[src/rtl/pipe_pkg.sv]
// Shared pipeline types for the hazard unit: destination-register shadow slot,
// forwarding-select encodings, instruction field positions and small helpers.
package pipe_pkg;

  localparam int SLOT_AW = 5;

  typedef struct packed {
    logic [SLOT_AW-1:0] td;
    logic               wr;
    logic               ld;
  } slot_t;

  localparam slot_t SLOT_EMPTY = '0;

  localparam logic [1:0] FWD_NONE  = 2'b00;
  localparam logic [1:0] FWD_EXMEM = 2'b01;
  localparam logic [1:0] FWD_MEMWB = 2'b10;

  localparam int RS_HI = 25;
  localparam int RS_LO = 21;
  localparam int RT_HI = 20;
  localparam int RT_LO = 16;

  // Writes to $0 are discarded by the register file, so they never mark a slot live.
  function automatic slot_t make_slot(input logic [SLOT_AW-1:0] td,
                                      input logic wreg,
                                      input logic lw);
    slot_t s;
    s.td = td;
    s.wr = wreg && (td != '0);
    s.ld = lw;
    return s;
  endfunction

  function automatic logic [1:0] fwd_select(input logic hit_ex,
                                            input logic hit_mem,
                                            input logic ex_ld);
    logic [1:0] sel;
    sel = FWD_NONE;
    if (hit_ex && !ex_ld) begin
      sel = FWD_EXMEM;
    end else if (hit_mem) begin
      sel = FWD_MEMWB;
    end
    return sel;
  endfunction

endpackage

[src/rtl/hazard_ctrl_if.sv]
// ID-stage view of the hazard unit: decoded register usage in, stall/forward controls out.
interface hazard_ctrl_if #(
  parameter int STALL_CNT_W = 16,
  parameter int REG_AW      = 5
);
  logic [31:0]            id_instr;
  logic                   id_use_rs;
  logic                   id_use_rt;
  logic [REG_AW-1:0]      id_td;
  logic                   id_WREG;
  logic                   id_LW;
  logic                   stall;
  logic                   pc_hold;
  logic [1:0]             fwd_a;
  logic [1:0]             fwd_b;
  logic [STALL_CNT_W-1:0] stall_cnt;

  // The ID instruction is always "valid"; stall acts as the inverse of ready:
  // while stall=1 the instruction is not accepted into EX and must be held in ID.
  modport master (
    output id_instr, id_use_rs, id_use_rt, id_td, id_WREG, id_LW,
    input  stall, pc_hold, fwd_a, fwd_b, stall_cnt
  );

  modport slave (
    input  id_instr, id_use_rs, id_use_rt, id_td, id_WREG, id_LW,
    output stall, pc_hold, fwd_a, fwd_b, stall_cnt
  );
endinterface

[src/rtl/hazard_match.sv]
// Combinational test of one source register against one in-flight destination slot.
module hazard_match
  import pipe_pkg::*;
(
  input  logic [SLOT_AW-1:0] src_i,
  input  logic               use_i,
  input  slot_t              slot_i,
  output logic               hit_o
);

  logic unused_ld;
  assign unused_ld = slot_i.ld;

  assign hit_o = use_i && (src_i != '0) && slot_i.wr && (slot_i.td == src_i);

endmodule

[src/rtl/hazard_ctrl.sv]
// RAW hazard detection for the ID stage with stall, PC hold and a saturating stall counter.
// Define HAZARD_FORWARD_EN for registered EX operand forwarding and load-use-only stalls.
module hazard_ctrl
  import pipe_pkg::*;
#(
  parameter int STALL_CNT_W = 16,
  parameter int REG_AW      = 5
) (
  input  logic          clk,
  input  logic          rst,
  hazard_ctrl_if.slave  bus
);

  slot_t ex_s_q, ex_s_d;
  slot_t mem_s_q;
  slot_t wb_s_q;

  logic [REG_AW-1:0] rs, rt;
  logic              rs_ex, rs_mem, rt_ex, rt_mem;
  logic              stall;

  logic [STALL_CNT_W-1:0] cnt_q, cnt_d;

  assign rs = bus.id_instr[RS_HI:RS_LO];
  assign rt = bus.id_instr[RT_HI:RT_LO];

  hazard_match u_rs_ex  (.src_i(rs), .use_i(bus.id_use_rs), .slot_i(ex_s_q),  .hit_o(rs_ex));
  hazard_match u_rs_mem (.src_i(rs), .use_i(bus.id_use_rs), .slot_i(mem_s_q), .hit_o(rs_mem));
  hazard_match u_rt_ex  (.src_i(rt), .use_i(bus.id_use_rt), .slot_i(ex_s_q),  .hit_o(rt_ex));
  hazard_match u_rt_mem (.src_i(rt), .use_i(bus.id_use_rt), .slot_i(mem_s_q), .hit_o(rt_mem));

  // WB never blocks: the register file writes on the falling edge, ahead of the ID read.
  always_comb begin
    ex_s_d = SLOT_EMPTY;
    if (!stall) begin
      ex_s_d = make_slot(bus.id_td, bus.id_WREG, bus.id_LW);
    end
  end

  always_ff @(posedge clk or negedge rst) begin
    if (!rst) begin
      ex_s_q  <= SLOT_EMPTY;
      mem_s_q <= SLOT_EMPTY;
      wb_s_q  <= SLOT_EMPTY;
    end else begin
      ex_s_q  <= ex_s_d;
      mem_s_q <= ex_s_q;
      wb_s_q  <= mem_s_q;
    end
  end

`ifdef HAZARD_FORWARD_EN
  logic [1:0] fwd_a_q, fwd_a_d, fwd_b_q, fwd_b_d;

  assign stall = (rs_ex || rt_ex) && ex_s_q.ld;

  always_comb begin
    fwd_a_d = FWD_NONE;
    fwd_b_d = FWD_NONE;
    if (!stall) begin
      fwd_a_d = fwd_select(rs_ex, rs_mem, ex_s_q.ld);
      fwd_b_d = fwd_select(rt_ex, rt_mem, ex_s_q.ld);
    end
  end

  always_ff @(posedge clk or negedge rst) begin
    if (!rst) begin
      fwd_a_q <= FWD_NONE;
      fwd_b_q <= FWD_NONE;
    end else begin
      fwd_a_q <= fwd_a_d;
      fwd_b_q <= fwd_b_d;
    end
  end

  assign bus.fwd_a = fwd_a_q;
  assign bus.fwd_b = fwd_b_q;
`else
  assign stall     = rs_ex || rt_ex || rs_mem || rt_mem;
  assign bus.fwd_a = FWD_NONE;
  assign bus.fwd_b = FWD_NONE;
`endif

  assign bus.stall   = stall;
  assign bus.pc_hold = stall;

  always_comb begin
    cnt_d = cnt_q;
    if (stall && (cnt_q != '1)) begin
      cnt_d = cnt_q + 1'b1;
    end
  end

  always_ff @(posedge clk or negedge rst) begin
    if (!rst) begin
      cnt_q <= '0;
    end else begin
      cnt_q <= cnt_d;
    end
  end

  assign bus.stall_cnt = cnt_q;

  logic unused_ok;
  assign unused_ok = ^{bus.id_instr[31:26], bus.id_instr[15:0], wb_s_q,
                       mem_s_q.ld, ex_s_q.ld};

endmodule

[src/flat_wrapper.sv]
// flat-port wrapper written by rule: the top's interface ports become plain ports
module hazard_ctrl_flat import pipe_pkg::*;
#(
  parameter int STALL_CNT_W = 16,
  parameter int REG_AW      = 5
)
  (clk, rst, bus_id_instr, bus_id_use_rs, bus_id_use_rt, bus_id_td, bus_id_WREG, bus_id_LW, bus_stall, bus_pc_hold, bus_fwd_a, bus_fwd_b, bus_stall_cnt);
  hazard_ctrl_if #(.STALL_CNT_W(STALL_CNT_W), .REG_AW(REG_AW)) bus_i ();
  input  logic clk;
  input  logic rst;
  input wire logic [$bits(bus_i.id_instr)-1:0] bus_id_instr;
  input wire logic [$bits(bus_i.id_use_rs)-1:0] bus_id_use_rs;
  input wire logic [$bits(bus_i.id_use_rt)-1:0] bus_id_use_rt;
  input wire logic [$bits(bus_i.id_td)-1:0] bus_id_td;
  input wire logic [$bits(bus_i.id_WREG)-1:0] bus_id_WREG;
  input wire logic [$bits(bus_i.id_LW)-1:0] bus_id_LW;
  output wire logic [$bits(bus_i.stall)-1:0] bus_stall;
  output wire logic [$bits(bus_i.pc_hold)-1:0] bus_pc_hold;
  output wire logic [$bits(bus_i.fwd_a)-1:0] bus_fwd_a;
  output wire logic [$bits(bus_i.fwd_b)-1:0] bus_fwd_b;
  output wire logic [$bits(bus_i.stall_cnt)-1:0] bus_stall_cnt;
  assign bus_i.id_instr = bus_id_instr;
  assign bus_i.id_use_rs = bus_id_use_rs;
  assign bus_i.id_use_rt = bus_id_use_rt;
  assign bus_i.id_td = bus_id_td;
  assign bus_i.id_WREG = bus_id_WREG;
  assign bus_i.id_LW = bus_id_LW;
  assign bus_stall = bus_i.stall;
  assign bus_pc_hold = bus_i.pc_hold;
  assign bus_fwd_a = bus_i.fwd_a;
  assign bus_fwd_b = bus_i.fwd_b;
  assign bus_stall_cnt = bus_i.stall_cnt;
  hazard_ctrl #(.STALL_CNT_W(STALL_CNT_W), .REG_AW(REG_AW)) u_core (.clk(clk), .rst(rst), .bus(bus_i));
endmodule
[config.mk]
export PLATFORM = sky130hd
export DESIGN_NAME = hazard_ctrl_flat
export DESIGN_NICKNAME = d
export VERILOG_FILES = /design/src/rtl/pipe_pkg.sv /design/src/rtl/hazard_ctrl_if.sv /design/src/rtl/hazard_match.sv /design/src/rtl/hazard_ctrl.sv /design/src/flat_wrapper.sv
export SDC_FILE = /design/constraint.sdc
export NUM_CORES = 1
export LEC_CHECK = 0
export CAP_MARGIN = 0
export CORE_ASPECT_RATIO = 1.75
export CORE_MARGIN = 8
export CORE_UTILIZATION = 30
export DETAILED_ROUTE_END_ITERATION = 8
export DONT_BUFFER_PORTS = 1
export PLACE_DENSITY_LB_ADDON = 0.25
export SYNTH_ARGS = -nofsm -noshare
export SYNTH_HDL_FRONTEND = slang
export SYNTH_SLANG_ARGS = --single-unit
[constraint.sdc]
create_clock -name clk -period 4 [get_ports clk]
set_clock_uncertainty 0.15 [all_clocks]
set_input_delay 0.8 -clock clk [delete_from_list [all_inputs] [get_ports clk]]
set_output_delay 0.8 -clock clk [all_outputs]
set_load 0.03 [all_outputs]
==> run metrics <==
Cells after Synth=137; FF-to-FF End=u_core.bus.stall_cnt[1]$_DFFE_PN0P_; vias per inst=5.11; GP Congestion=0.851; largest net degree at the start of global routing=29; cts hold-fix bufs=0; Initial Utilization=between 30% and 40%; initial antenna violation count=0; setup TNS=0 ns; fin crit period=3.20 ns; Final WS setup=approximately 0.80 ns; synthesized area=1450 um^2; HPWL after detailed placement=2610 um; Data required, critical path=3.05 ns; DRT Pass-1 Iters=2; slew margin rel.=a little over three fifths; Synth area leader=dfrtp_1; Seq/Total Area, Yosys=48.3%; number of diodes=0; P&R area growth vs syn=6.47%; die area=7410 um^2; Total Routing Usage GR=9.36%; drt total wl=3330 um; worst-skew pair later-pin latency=about 0.27 ns; Worst setup SP type=primary input; Clock Sink Count=28; sequential share of power=55.0%; worst reg2reg startpoint=u_core.bus.stall_cnt[4]$_DFFE_PN0P_; Worst path max stage delay=0.52 ns; critical-path cell list=or4_1 -> o21a_1 -> a32oi_2 -> buf_4 -> inv_1; Routed wire per std cell=17.6 um; VDD IR-drop max=roughly 0.00027 V; YS warnings=0; Pins Over Slew Limit=0; final worst path period share=80.0%; critical path type=in -> out; Final Net Count=between 150 and 200; clk slew on worst S/H paths=0.10 ns; NetSw=approximately 170 uW; Combinational Power Share=10.8%; P per Cell Area=421 nW/um^2; Slowest cell on crit path=or4_1; R2R Setup Slk=between 1 and 1.5 ns; fillers=482; Unique masters post-synth=28; Residual DRC=0; Starting DRT DRC Count=8; status=finished clean; area occupied by registers=around 700 um^2; worst-margin pin slew=0.556 ns; Setup Fix Bufs, Post-CTS=0; Clock Path Buffers=2; Post-CTS Resized=0; core area=around 4700 um^2; CTS tree=done; CP endpoint kind=output pin; I/O pins=65; CTS Buf Count=3; H-Tree Depth=1; first-pass GRT wire length=5280 um; Max Fclk=313 MHz; vias=966; part of the power in the clock network=34.2%; multi-input logic area=693 um^2; overflow left after global routing=0; Yosys top cell area share=48.3%; Worst EP arrival=2.25 ns; leakage power=0.000675 uW; PortBufs=0; Final Hold Vio Count=0; Die Ht=108 um; layout cells sized above 1=8.76%; RSZ-0062 raised after global routing=false; min-delay worst type=in -> async; Int Pwr=476 uW; dpl ws=0.797 ns; Final ANT Viol Nets=0; Sw Share=26.9%; top cells by area, synth=dfrtp_1 48%, xnor2_1 13%, xor2_1 7.2%, nand2_1 3.9%, nor3_1 3.1%; Yosys reg bits=28; Register-to-Register Path Depth=6; Max Fanout on Critical Path=21; Root Buffer=clkbuf_8; Setup-failing EPs final=0; row count=33; vias in the first global route=1041; Max-Cap Viols=0; die span in x=68.6 um; syn_area_per_cell=10.6 um^2
==> layer usage <==
metal / vias up / routed length [um] / global-route usage (%)
met5: - / 0 / 0
met4: 0 / 26 / 3.53
met2: 31 / 1780 / 16.8
li1: 455 / - / -
met1: 478 / 1200 / 9.79
met3: 2 / 324 / 2.59
==> layout by cell type, fill, tap and decap left out, drive strengths merged <==
cell type,instances
a32oi,1
and2,5
and3,3
buf,1
bufinv,1
clkbuf,3
conb,4
dfrtp,28
ha,1
inv,2
mux2,3
nand2,15
nand2b,1
nand3,2
nand4,6
nor2,5
nor3,9
nor3b,1
nor4,5
o21a,1
o21ai,2
o22ai,2
or2,1
or4,2
xnor2,21
xor2,12
==> cell usage after synthesis <==
master / count
nand2_1: 15
nand3_1: 2
inv_1: 2
o21ai_0: 2
and2_1: 5
dfrtp_1: 28
or2_2: 1
nor2_2: 2
buf_4: 6
xor2_1: 12
conb_1: 1
mux2_2: 1
nor4_1: 5
ha_1: 1
nor2_1: 3
buf_6: 1
or4_1: 2
nand4_1: 6
nand2b_1: 1
buf_2: 1
xnor2_1: 21
o22ai_1: 2
and3_1: 3
nor3_1: 9
nor3b_1: 1
mux2_4: 2
a32oi_2: 1
o21a_1: 1
==> per-stage QoR <==
step | hold WS (ns) | util (%) | power [uW] | std cells | area [um^2]
floorplan | 0.224 | - | 421 | 140 | 1460
global placement | 0.253 | 31.6 | 433 | 185 | 1470
detailed placement | 0.267 | 31.6 | 435 | 185 | 1470
CTS | 0.0467 | 33.1 | 660 | 189 | 1550
global route | 0.0333 | 33.1 | 682 | 189 | 1550
finish | 0.0540 | 33.1 | 651 | 189 | 1550
==> registers in the layout, summed over array words and instances, names as in the netlist <==
register,flops
u_core.mem_s_q,6
u_core.bus.stall_cnt,16
u_core.ex_s_q,6
==> how the worst max path moves through the flow <==
stage / startpoint / endpoint
4_1_cts: bus_id_instr[21] / bus_stall
5_1_grt: bus_id_instr[21] / bus_stall
3_3_place_gp: bus_id_instr[21] / bus_stall
3_5_place_dp: bus_id_instr[21] / bus_stall
2_1_floorplan: bus_id_instr[21] / bus_stall
6_report: bus_id_instr[21] / bus_stall
==> critical path, delay by kind of cell <==
kind                   cells  cell delay (ns)
buffers and inverters      2             0.58
AOI/OAI and AO/OA          2             0.34
and+or+nand+nor            1             0.52
==> layout make-up <==
cell class | instances | share of cell area (%)
Clock buffer | 3 | 2.67
Clock inverter | 1 | 1.94
Inverter | 2 | 0.486
Multi-Input combinational cell | 102 | 44.9
Sequential cell | 28 | 45.3
Tap cell | 52 | 4.21
Timing Repair Buffer | 1 | 0.486
==> power by group through the flow <==
stage | Sequential [uW] | Clock [uW] | Combinational [uW]
6_report | 358 | 222 | 70.1
4_1_cts | 359 | 230 | 70.9
3_5_place_dp | 365 | 0 | 70.5
5_1_grt | 363 | 241 | 77.5
2_1_floorplan | 358 | 0 | 63.9
3_3_place_gp | 364 | 0 | 68.8
==> kinds of logic after synthesis <==
| kind of cell | after synthesis | share of synthesized area [%] |
|---|---|---|
| flip-flops | 28 | 48.3 |
| buffers and inverters | 10 | 4.74 |
| other | 1 | 0.258 |
| AND/OR/NAND/NOR | 55 | 19.9 |
| multiplexers | 3 | 2.84 |
| XOR/XNOR | 33 | 19.9 |
| adder cells (fa/ha/maj) | 1 | 0.862 |
| AO/OA/AOI/OAI | 6 | 3.19 |
(Power assumes the default switching activity.)
